[config.mk]
export PLATFORM = sky130hd
export DESIGN_NAME = midi_rx
export DESIGN_NICKNAME = d
export VERILOG_FILES = /design/src/rtl/midi_rx.sv
export SDC_FILE = /design/constraint.sdc
export NUM_CORES = 1
export LEC_CHECK = 0
export ABC_CLOCK_PERIOD_IN_PS = 3100
export CORE_MARGIN = 2
export CORE_UTILIZATION = 57
export DETAILED_ROUTE_END_ITERATION = 8
export GPL_TIMING_DRIVEN = 0
export PLACE_DENSITY = 0.81
export SLEW_MARGIN = 20
export SYNTH_ARGS = -nofsm -noshare
export SYNTH_HDL_FRONTEND = slang
export SYNTH_SLANG_ARGS = --single-unit
export TNS_END_PERCENT = 30
[constraint.sdc]
create_clock -name clk -period 3.1 [get_ports clk]
set_clock_uncertainty 0.1 [all_clocks]
set_input_delay 0.62 -clock clk [delete_from_list [all_inputs] [get_ports clk]]
set_output_delay 0.62 -clock clk [all_outputs]
set_load 0.005 [all_outputs]
[src/rtl/midi_rx.sv]
// MIDI serial receiver (8N1) with channel-voice message assembler.
// Optional: define MIDI_RUNNING_STATUS_EN to keep status after a message.
module midi_rx #(
    parameter int BIT_CLKS = 1600
) (
    input  logic       clk,
    input  logic       rst_n,
    input  logic       rxd,
    output logic [7:0] byte_data,
    output logic       byte_valid,
    output logic       frame_err,
    output logic [7:0] msg_status,
    output logic [6:0] msg_data1,
    output logic [6:0] msg_data2,
    output logic       msg_valid
);

    localparam int CW = $clog2(BIT_CLKS);
    localparam logic [CW-1:0] HALF_M1 = CW'(BIT_CLKS / 2 - 1);
    localparam logic [CW-1:0] FULL_M1 = CW'(BIT_CLKS - 1);

    localparam logic [2:0] RX_IDLE  = 3'd0;
    localparam logic [2:0] RX_START = 3'd1;
    localparam logic [2:0] RX_DATA  = 3'd2;
    localparam logic [2:0] RX_STOP  = 3'd3;
    localparam logic [2:0] RX_BREAK = 3'd4;

    localparam logic [1:0] P_WS  = 2'd0;
    localparam logic [1:0] P_WD1 = 2'd1;
    localparam logic [1:0] P_WD2 = 2'd2;

    logic          rxd_m_q, rxd_s;
    logic [2:0]    rx_q, rx_d;
    logic [CW-1:0] cnt_q, cnt_d;
    logic [3:0]    bit_q, bit_d;
    logic [7:0]    sh_q, sh_d;
    logic [7:0]    bd_q, bd_d;
    logic          bv_q, bv_d;
    logic          fe_q, fe_d;

    logic [1:0]    ps_q, ps_d;
    logic [7:0]    stat_q, stat_d;
    logic [6:0]    d1_q, d1_d;
    logic [7:0]    ms_q, ms_d;
    logic [6:0]    m1_q, m1_d;
    logic [6:0]    m2_q, m2_d;
    logic          mv_q, mv_d;

    logic          is_sys, is_stat, is_data, done;

    always_ff @(posedge clk or negedge rst_n) begin
        if (!rst_n) begin
            rxd_m_q <= 1'b1;
            rxd_s   <= 1'b1;
        end else begin
            rxd_m_q <= rxd;
            rxd_s   <= rxd_m_q;
        end
    end

    // Each sample point reloads the cycle counter for the next bit centre.
    always_comb begin
        rx_d  = rx_q;
        cnt_d = cnt_q;
        bit_d = bit_q;
        sh_d  = sh_q;
        bd_d  = bd_q;
        bv_d  = 1'b0;
        fe_d  = 1'b0;
        case (rx_q)
            RX_IDLE: begin
                if (!rxd_s) begin
                    rx_d  = RX_START;
                    cnt_d = HALF_M1;
                end
            end
            RX_START: begin
                if (cnt_q == '0) begin
                    cnt_d = FULL_M1;
                    bit_d = 4'd0;
                    rx_d  = rxd_s ? RX_IDLE : RX_DATA;
                end else begin
                    cnt_d = cnt_q - CW'(1);
                end
            end
            RX_DATA: begin
                if (cnt_q == '0) begin
                    cnt_d = FULL_M1;
                    sh_d  = {rxd_s, sh_q[7:1]};
                    if (bit_q == 4'd7) rx_d = RX_STOP;
                    else bit_d = bit_q + 4'd1;
                end else begin
                    cnt_d = cnt_q - CW'(1);
                end
            end
            RX_STOP: begin
                if (cnt_q == '0) begin
                    if (rxd_s) begin
                        bv_d = 1'b1;
                        bd_d = sh_q;
                        rx_d = RX_IDLE;
                    end else begin
                        fe_d = 1'b1;
                        rx_d = RX_BREAK;
                    end
                end else begin
                    cnt_d = cnt_q - CW'(1);
                end
            end
            RX_BREAK: begin
                if (rxd_s) rx_d = RX_IDLE;
            end
            default: rx_d = RX_IDLE;
        endcase
    end

    assign is_sys  = (bd_q[7:3] == 5'b11110);
    assign is_stat = bd_q[7] && (bd_q[7:4] != 4'hF);
    assign is_data = !bd_q[7];

    always_comb begin
        ps_d   = ps_q;
        stat_d = stat_q;
        d1_d   = d1_q;
        ms_d   = ms_q;
        m1_d   = m1_q;
        m2_d   = m2_q;
        mv_d   = 1'b0;
        done   = 1'b0;
        if (bv_q) begin
            if (is_sys) begin
                stat_d = 8'h00;
                d1_d   = 7'd0;
                ps_d   = P_WS;
            end else if (is_stat) begin
                stat_d = bd_q;
                d1_d   = 7'd0;
                ps_d   = P_WD1;
            end else if (is_data && ps_q == P_WD1) begin
                d1_d = bd_q[6:0];
                if (stat_q[7:5] == 3'b110) begin
                    done = 1'b1;
                    m1_d = bd_q[6:0];
                    m2_d = 7'd0;
                end else begin
                    ps_d = P_WD2;
                end
            end else if (is_data && ps_q == P_WD2) begin
                done = 1'b1;
                m1_d = d1_q;
                m2_d = bd_q[6:0];
            end
        end
        if (done) begin
            mv_d = 1'b1;
            ms_d = stat_q;
`ifdef MIDI_RUNNING_STATUS_EN
            ps_d = P_WD1;
`else
            ps_d   = P_WS;
            stat_d = 8'h00;
`endif
        end
    end

    always_ff @(posedge clk or negedge rst_n) begin
        if (!rst_n) begin
            rx_q   <= RX_IDLE;
            cnt_q  <= '0;
            bit_q  <= 4'd0;
            sh_q   <= 8'h00;
            bd_q   <= 8'h00;
            bv_q   <= 1'b0;
            fe_q   <= 1'b0;
            ps_q   <= P_WS;
            stat_q <= 8'h00;
            d1_q   <= 7'd0;
            ms_q   <= 8'h00;
            m1_q   <= 7'd0;
            m2_q   <= 7'd0;
            mv_q   <= 1'b0;
        end else begin
            rx_q   <= rx_d;
            cnt_q  <= cnt_d;
            bit_q  <= bit_d;
            sh_q   <= sh_d;
            bd_q   <= bd_d;
            bv_q   <= bv_d;
            fe_q   <= fe_d;
            ps_q   <= ps_d;
            stat_q <= stat_d;
            d1_q   <= d1_d;
            ms_q   <= ms_d;
            m1_q   <= m1_d;
            m2_q   <= m2_d;
            mv_q   <= mv_d;
        end
    end

    assign byte_data  = bd_q;
    assign byte_valid = bv_q;
    assign frame_err  = fe_q;
    assign msg_status = ms_q;
    assign msg_data1  = m1_q;
    assign msg_data2  = m2_q;
    assign msg_valid  = mv_q;

endmodule

# Word-level counts from Yosys, hierarchy flattened
# Index checks and enable logic that the tools add are counted.
# word_totals
register_bits	78
inputBits	3
output_inout_bits	33
word_cells	112
# op_classes
n_addsub	2
n_eq_ne	20
n_mux	49
n_bitwise	2
n_reduce_logical	23
# op_table
cell	n
2-to-1 mux 7 bit	9
2-to-1 mux 11 bit	3
one-hot mux 11 bit (3 select lines)	1
2-to-1 mux 8 bit	4
2-to-1 mux 3 bit	7
inequality test 2 bit, second input constant	8
one-hot mux 3 bit (5 select lines)	1
2-to-1 mux 2 bit	7
2-to-1 mux 1 bit	13
2-to-1 mux 4 bit	3
zero test 11 bit	1
subtractor 11 x 1 -> 11 bit, second input constant	1
AND reduction 3 bit	3
nonzero test 3 bit	3
inequality test 4 bit, second input constant	2
one-hot mux 4 bit (2 select lines)	1
equality test 3 x 2 -> 1 bit, second input constant	2
equality test 3 bit, second input constant	2
AND reduction 2 bit	3
AND reduction 6 bit	1
nonzero test 2 bit	3
equality test 5 bit, second input constant	1
AND reduction 5 bit	1
adder 4 x 1 -> 4 bit, second input constant	1
12 further kinds	15

# Longest topological paths before layout
# Gate-level depths: netlist (run 1).
# depth
ltp_word	9
ltp_mapped	8
depth_no_buf	6

# Worst setup path after synthesis (run 1)
# No wires, ideal clock.
# synth_timing
path_kind	reg-to-reg
from	register cnt_q[0]
to	register bit_q[3]
setup_time_ps	87
t_arrival_ps	2066
required_ps	2913
path_slack_ps	847
stages_incl_launch_ff	8
path_buffers	1
period_less_slack_ps	2253
path_cell_list	dfrtp_1 inv_1 ha_1 or4b_1 buf_2 or3_4 or4_1 o211ai_1
# synth_between
elab_chain_cells	3
word_cells_on_any_way	4
classes_between	2 x eq/ne; 2 x reduce/logical
# synth_rtl
element	line	source
start: declaration	34	logic [CW-1:0] cnt_q, cnt_d;
start signal: assignment	184	cnt_q <= cnt_d;
zero test 11 bit *	78, 87	
inequality test 2 bit (no source line)	-	
AND reduction 4 bit (no source line) *	-	
end signal: assignment	185	bit_q <= bit_d;
end: declaration	35	logic [3:0] bit_q, bit_d;
# Every way passes the cells marked *; elsewhere a longest branch is shown, timed or not.
# A chain may end at the register's enable or synchronous reset.

# Final worst setup path (run 1)
# layout_timing
from	register bv_q (netlist: byte_valid)
to	register m2_q[2] (netlist: msg_data2[2])
# layout_between
elab_chain_cells	1
# layout_rtl
element	line	source
start: declaration	38	logic bv_q, bv_d;
start signal: assignment	188	bv_q <= bv_d;
AND reduction 5 bit (no source line)	-	
end signal: assignment	195	m2_q <= m2_d;
end: declaration	46	logic [6:0] m2_q, m2_d;
# Every way passes these cells.

==> results_dict.tcl, run 1 <==
set metrics [dict create \
    num_rows 29 \
    ios 36 \
    synth-seq-cells 78 \
    synth_xor_xnor_area_share 0 \
    initialDrtViolationCount 250 \
    wl_per_cell_um 16.9 \
    synth_seq_area_share 0.540 \
    synth_simple_gate_area_share 0.151 \
    drive_gt1_frac 0.215 \
    antenna_found_initial 0 \
    hold_path_class "in2async" \
    synth_top_cell_area_share 0.525 \
    muxShareOfSynthArea 0.146 \
    post_cts_buffers 0 \
    setup.worst_path.class "reg2reg" \
    grt_pass1_wl_um 12500 \
    cp-start-kind "flop" \
    ir_drop_mv 0.341 \
    drc 0 \
    grt_usage 0.224 \
    hpwl_um 5050 \
    crit_fanout 10 \
    pre_cts_ws_ns 0.519 \
    htreeDepth 3 \
    worstSkewPairLatency_ns 0.35 \
    synth-edff-count 0 \
    synth_fa_ha_area_frac 0.00691 \
    slew_headroom 0.473 \
    yosysMostFrequentCell "dfrtp_1" \
    endpoint_kind "flop" \
    max_slew.worst_pin.slew_ns 0.785 \
    area_growth_pct 19.8 \
    fin_crit_ns 2.63 \
    synth_top_family_by_area "simple AND/OR/NAND/NOR gates" \
    yosysWarningCount 0 \
    cts_resized 0 \
    die_area_um2 7000 \
    grt_max_degree 61 \
    slew_viol_final 0 \
    cts_tree "yes" \
    critical_path_required_ns 3.24 \
    netlist_area_um2 3620 \
    max_freq_ghz 0.380 \
    n_antenna_cell 0 \
    status "finished clean" \
    holdBufCountCts 0 \
    coreArea_um2 6240 \
    p_leak_nw 1.97 \
    finalNonFillerCells 444 \
    globalRouteOverflowTotal 0 \
    finalCritPeriodShare 0.849 \
    rsz0062_at_grt "false" \
    finalSetupTns_ns 0 \
    synth_compound_area_frac 0.126 \
    clock-sinks 78 \
    synth.area.top_cells "dfrtp_1 53%, mux2_2 14%, nor2b_1 2.2%" \
    clkTransAtPathRegs_ns 0.08 \
    place_inst 429 \
    hold_ws_ns 0.0446 \
    synthFlopType "dfrtp_1" \
    yosysTopAreaCell "dfrtp_1" \
    setup_viol 0 \
    gp_congestion 0.907 \
    synth_commonest_cells "76 x dfrtp_1, 46 x mux2_2, 19 x nand2_1" \
    p_total_mw 1.97 \
    pwr_density_cell_nw_per_um2 454 \
    crit_arrival_ns 2.77 \
    die_w_um 83.7 \
    grt_pass1_vias 2517 \
    hold_viol 0 \
    start_util 0.580 \
    syn_inst 316 \
    maxCapViolCount 0 \
    seqCellArea_um2 1950 \
    die_h_um 83.7 \
    vias 2722 \
    nets 368 \
    synthArstFlopShare 1.00 \
    viasPerCell 6.13 \
    firstDrtPassIters 4 \
    worst_slack_ns 0.468 \
    root_buffer "clkbuf_8" \
    routed_wl_um 7520 \
    io_buffer_count 35 \
    multi_input_area_um2 1560 \
    synth_nets 321 \
    synth.avg_cell_area_um2 11.5 \
    n_fill_cell 439 \
    antenna_left 0 \
    yosysUniqueCellTypes 51 \
    clock_path_buffers 2 \
    numCtsBuffers 9 \
]
==> power by group <==
| group | total [mW] | internal (mW) | switching (mW) |
|---|---|---|---|
| sequential | 1.02 | 1.02 | 0.000289 |
| combinational | 0.0272 | 0.00598 | 0.0212 |
| clock | 0.922 | 0.555 | 0.367 |
| total | 1.97 | 1.58 | 0.388 |
==> metal layers <==
metal / track usage / up-vias / share of wire
li1: - / 1255 / -
met1: 0.327 / 1334 / 0.47
met2: 0.328 / 116 / 0.45
met3: 0.0406 / 17 / 0.059
met4: 0.0997 / 0 / 0.021
met5: 0 / - / 0
==> flip-flops by register name (all words and copies together) (netlist names) <==
signal,flops
cnt_q,11
byte_data,8
msg_status,8
sh_q,8
stat_q,8
d1_q,7
msg_data1,7
msg_data2,7
bit_q,4
rx_q,3
ps_q,2
byte_valid,1
frame_err,1
msg_valid,1
rxd_m_q,1
rxd_s,1
==> critical path: stages (launching register included) <==
cell and delay (ns):
dfrtp_1 0.35, clkbuf_1 0.30, inv_1 0.20, nor3_1 0.68, clkbuf_1 0.49, mux2_2 0.40
==> final cells by class <==
cell class,count,share of cell area
sequential,78,0.451
multi-input combinational,211,0.359
timing repair buffer,36,0.0866
clock buffer,10,0.0317
clock inverter,5,0.0248
tap,77,0.0222
buffer,16,0.0153
inverter,11,0.00952
==> through the flow <==
step | utilization | instance area (µm²)
finish | 0.695 | 4340
global route | 0.695 | 4340
CTS | 0.695 | 4340
detailed placement | 0.656 | 4090
global placement | 0.652 | 4070
floorplan | - | 3620
==> placed cells by master (no fill, tap or decap), types with 5 or more instances in the layout <==
cell type,n
mux2_2,46
a211oi_1,5
a21oi_1,14
a22o_1,7
clkbuf_8,10
a21o_1,5
clkbuf_1,10
nand2_1,19
dfrtp_1,76
buf_2,5
nor2b_1,13
o21ai_0,10
nand3_1,7
nor3_1,9
nor2_1,15
and3_1,5
clkdlybuf4s50_1,34
inv_1,11
==> final timing paths <==
path	endpoint	start	cells past startpoint	slack [ns]
setup / recovery	msg_data2[2]$_DFFE_PN0P_	byte_valid$_DFF_PN0_	5	0.47
max in group asynchronous	rx_q[0]$_DFFE_PN0P_	rst_n	2	2.30
min in group clk	rxd_s$_DFF_PN1_	rxd_m_q$_DFF_PN1_	0	0.26
setup reg to reg	msg_data2[2]$_DFFE_PN0P_	byte_valid$_DFF_PN0_	5	0.47
hold reg to reg	rxd_s$_DFF_PN1_	rxd_m_q$_DFF_PN1_	0	0.26
hold / removal	cnt_q[4]$_DFFE_PN0P_	rst_n	1	0.04
==> kinds of logic (layout without fill, tap and decap cells) <==
group	after synthesis	in the layout
and+or+nand+nor	97	97
adders and majority gates	2	2
muxes	47	47
DFF	78	78
AOI/OAI and AO/OA	65	65
buffers and inverters	27	78
Power figures use the tool's default switching activity.
==> run 2: changes to the inputs <==
Settings changed: ABC_CLOCK_PERIOD_IN_PS 3100 to 2660.
Clock period 3.1 ns to 2.66 ns, I/O delays scaled along.
==> results_dict.tcl, run 2 (synthesis gave the netlist of run 1 again) <==
set metrics [dict create \
    cts_tree "yes" \
    highest_layer "met4" \
    io_buffer_count 35 \
    maxCapViolCount 0 \
    clkTransAtPathRegs_ns 0.07 \
    rrSetupSlack_ns 0.18 \
    drc 0 \
    pre_cts_ws_ns 0.0791 \
    ir_drop_mv 0.398 \
    wl_met2_um 3460 \
    die_area_um2 7000 \
    worstSkewPairLatency_ns 0.35 \
    crit_arrival_ns 2.62 \
    clock_path_buffers 2 \
    reg2reg_from "cnt_q[0]$_DFFE_PN0P_" \
    antenna_found_initial 0 \
    gp_congestion 0.907 \
    drive_gt1_frac 0.220 \
    wl_per_cell_um 17.0 \
    crit_chain "inv_1 -> ha_1 -> or4b_1 -> buf_2 -> nor4_1 -> nor2_1 -> a22o_1" \
    nets 369 \
    critical_path_required_ns 2.80 \
    endpoint_kind "flop" \
    ios 36 \
    hpwl_um 5050 \
    numCtsBuffers 9 \
    hold_path_class "reg2reg" \
    reg2reg_depth 7 \
    critical_path.max_stage_delay_ns 0.50 \
    num_rows 29 \
    vias 2730 \
    grt_usage 0.224 \
    p_total_mw 2.30 \
    crit_buf_inv 2 \
    die_h_um 83.7 \
    firstDrtPassIters 5 \
    die_w_um 83.7 \
    wl_met3_um 470 \
    post_cts_buffers 0 \
    hold_start "rxd_m_q$_DFF_PN1_" \
    timing.rr.end "cnt_q[8]$_DFFE_PN0P_" \
    antenna_left 0 \
    finalCritPeriodShare 0.934 \
    whs_path_depth 0 \
    final_common_cell "dfrtp_1" \
    p_leak_nw 1.99 \
    n_antenna_cell 0 \
    start_util 0.580 \
    slew_viol_final 0 \
    hold_viol 0 \
    largest_register "cnt_q" \
    holdPathEnd "rxd_s$_DFF_PN1_" \
    max_slew.worst_pin.slew_ns 0.647 \
    final_cell_mix "76 x dfrtp_1, 46 x mux2_2, 34 x clkdlybuf4s50_1" \
    grt_max_degree 61 \
    grt_pass1_wl_um 12500 \
    initialDrtViolationCount 215 \
    crit_fanout 8 \
    max_freq_ghz 0.403 \
    grt_pass1_vias 2522 \
    largest_reg_flops 11 \
    final_util 0.699 \
    coreArea_um2 6240 \
    status "finished clean" \
    routed_wl_um 7580 \
    slew_headroom 0.565 \
    worst_slack_ns 0.177 \
    slowest_stage "nor4_1" \
    root_buffer "clkbuf_8" \
    fin_crit_ns 2.48 \
    area_growth_pct 20.5 \
    clock-sinks 78 \
    cp_top_family "simple AND/OR/NAND/NOR gates" \
    htreeDepth 3 \
    rsz0062_at_grt "false" \
    globalRouteOverflowTotal 0 \
    pwr_density_cell_nw_per_um2 527 \
    viasPerCell 6.13 \
    setup_viol 0 \
    cp-start-kind "flop" \
    setup.worst_path.class "reg2reg" \
    drt-met1-wl_um 3490 \
]
==> run 2: cell types whose count changed in the layout (fill, tap and decap cells not counted) <==
| cell | previous run | this run |
|---|---|---|
| nor3_4 | 0 | 1 |
| dlygate4sd3_1 | 0 | 1 |
| nor3_1 | 9 | 7 |
| nor3_2 | 1 | 2 |
==> run 2: cell type report <==
class,instances,area (µm²)
clock buffer,10,138
sequential,78,1950
clock inverter,5,108
buffer,16,66.3
fill,438,1880
multi-input combinational,211,1570
tap,77,96.3
timing repair buffer,37,385
inverter,11,41.3
==> run 2: how the worst max path moves through the flow <==
stage                               end                      from  slack, ns  cells past startpoint
6_report           cnt_q[8]$_DFFE_PN0P_      cnt_q[0]$_DFFE_PN0P_       0.18                      7
5_1_grt        msg_data1[4]$_DFFE_PN0P_  byte_data[7]$_DFFE_PN0P_       0.02                      5
4_1_cts        msg_data2[2]$_DFFE_PN0P_      byte_valid$_DFF_PN0_       0.05                      5
3_5_place_dp   msg_data2[2]$_DFFE_PN0P_      byte_valid$_DFF_PN0_       0.08                      5
3_3_place_gp        sh_q[0]$_DFFE_PN0P_                     rst_n      -1.69                      1
2_1_floorplan      bit_q[3]$_DFFE_PN0P_      cnt_q[0]$_DFFE_PN0P_       0.41                      7
==> run 2: power by group <==
group / switching (mW) / total [mW] / internal (mW)
Clock: 0.430 / 1.08 / 0.647
Combinational: 0.0249 / 0.0329 / 0.00793
Sequential: 0.000336 / 1.19 / 1.19
Total: 0.456 / 2.30 / 1.84
==> run 2: what timing repair did <==
| action | in CTS | in global routing |
|---|---|---|
| hold endpoints to repair | 16 | 0 |
| hold buffers | 1 | 0 |
| resized for setup | 0 | 3 |
| setup endpoints to repair | 0 | 17 |
==> run 2: per-layer routing <==
layer / GRT usage / vias to the layer above
li1: - / 1258
met1: 0.327 / 1338
met2: 0.328 / 115
met3: 0.0415 / 19
met4: 0.0997 / 0
met5: 0 / -
==> run 2: stage by stage <==
step | setup TNS [ns] | std cells | hold slack (ns) | instance area [µm²]
floorplan | 0 | 316 | 0.136 | 3620
global placement | -129.64 | 428 | 0.247 | 4070
detailed placement | 0 | 429 | 0.249 | 4090
CTS | 0 | 445 | 0.260 | 4350
global route | 0 | 445 | 0.261 | 4360
finish | 0 | 445 | 0.258 | 4360
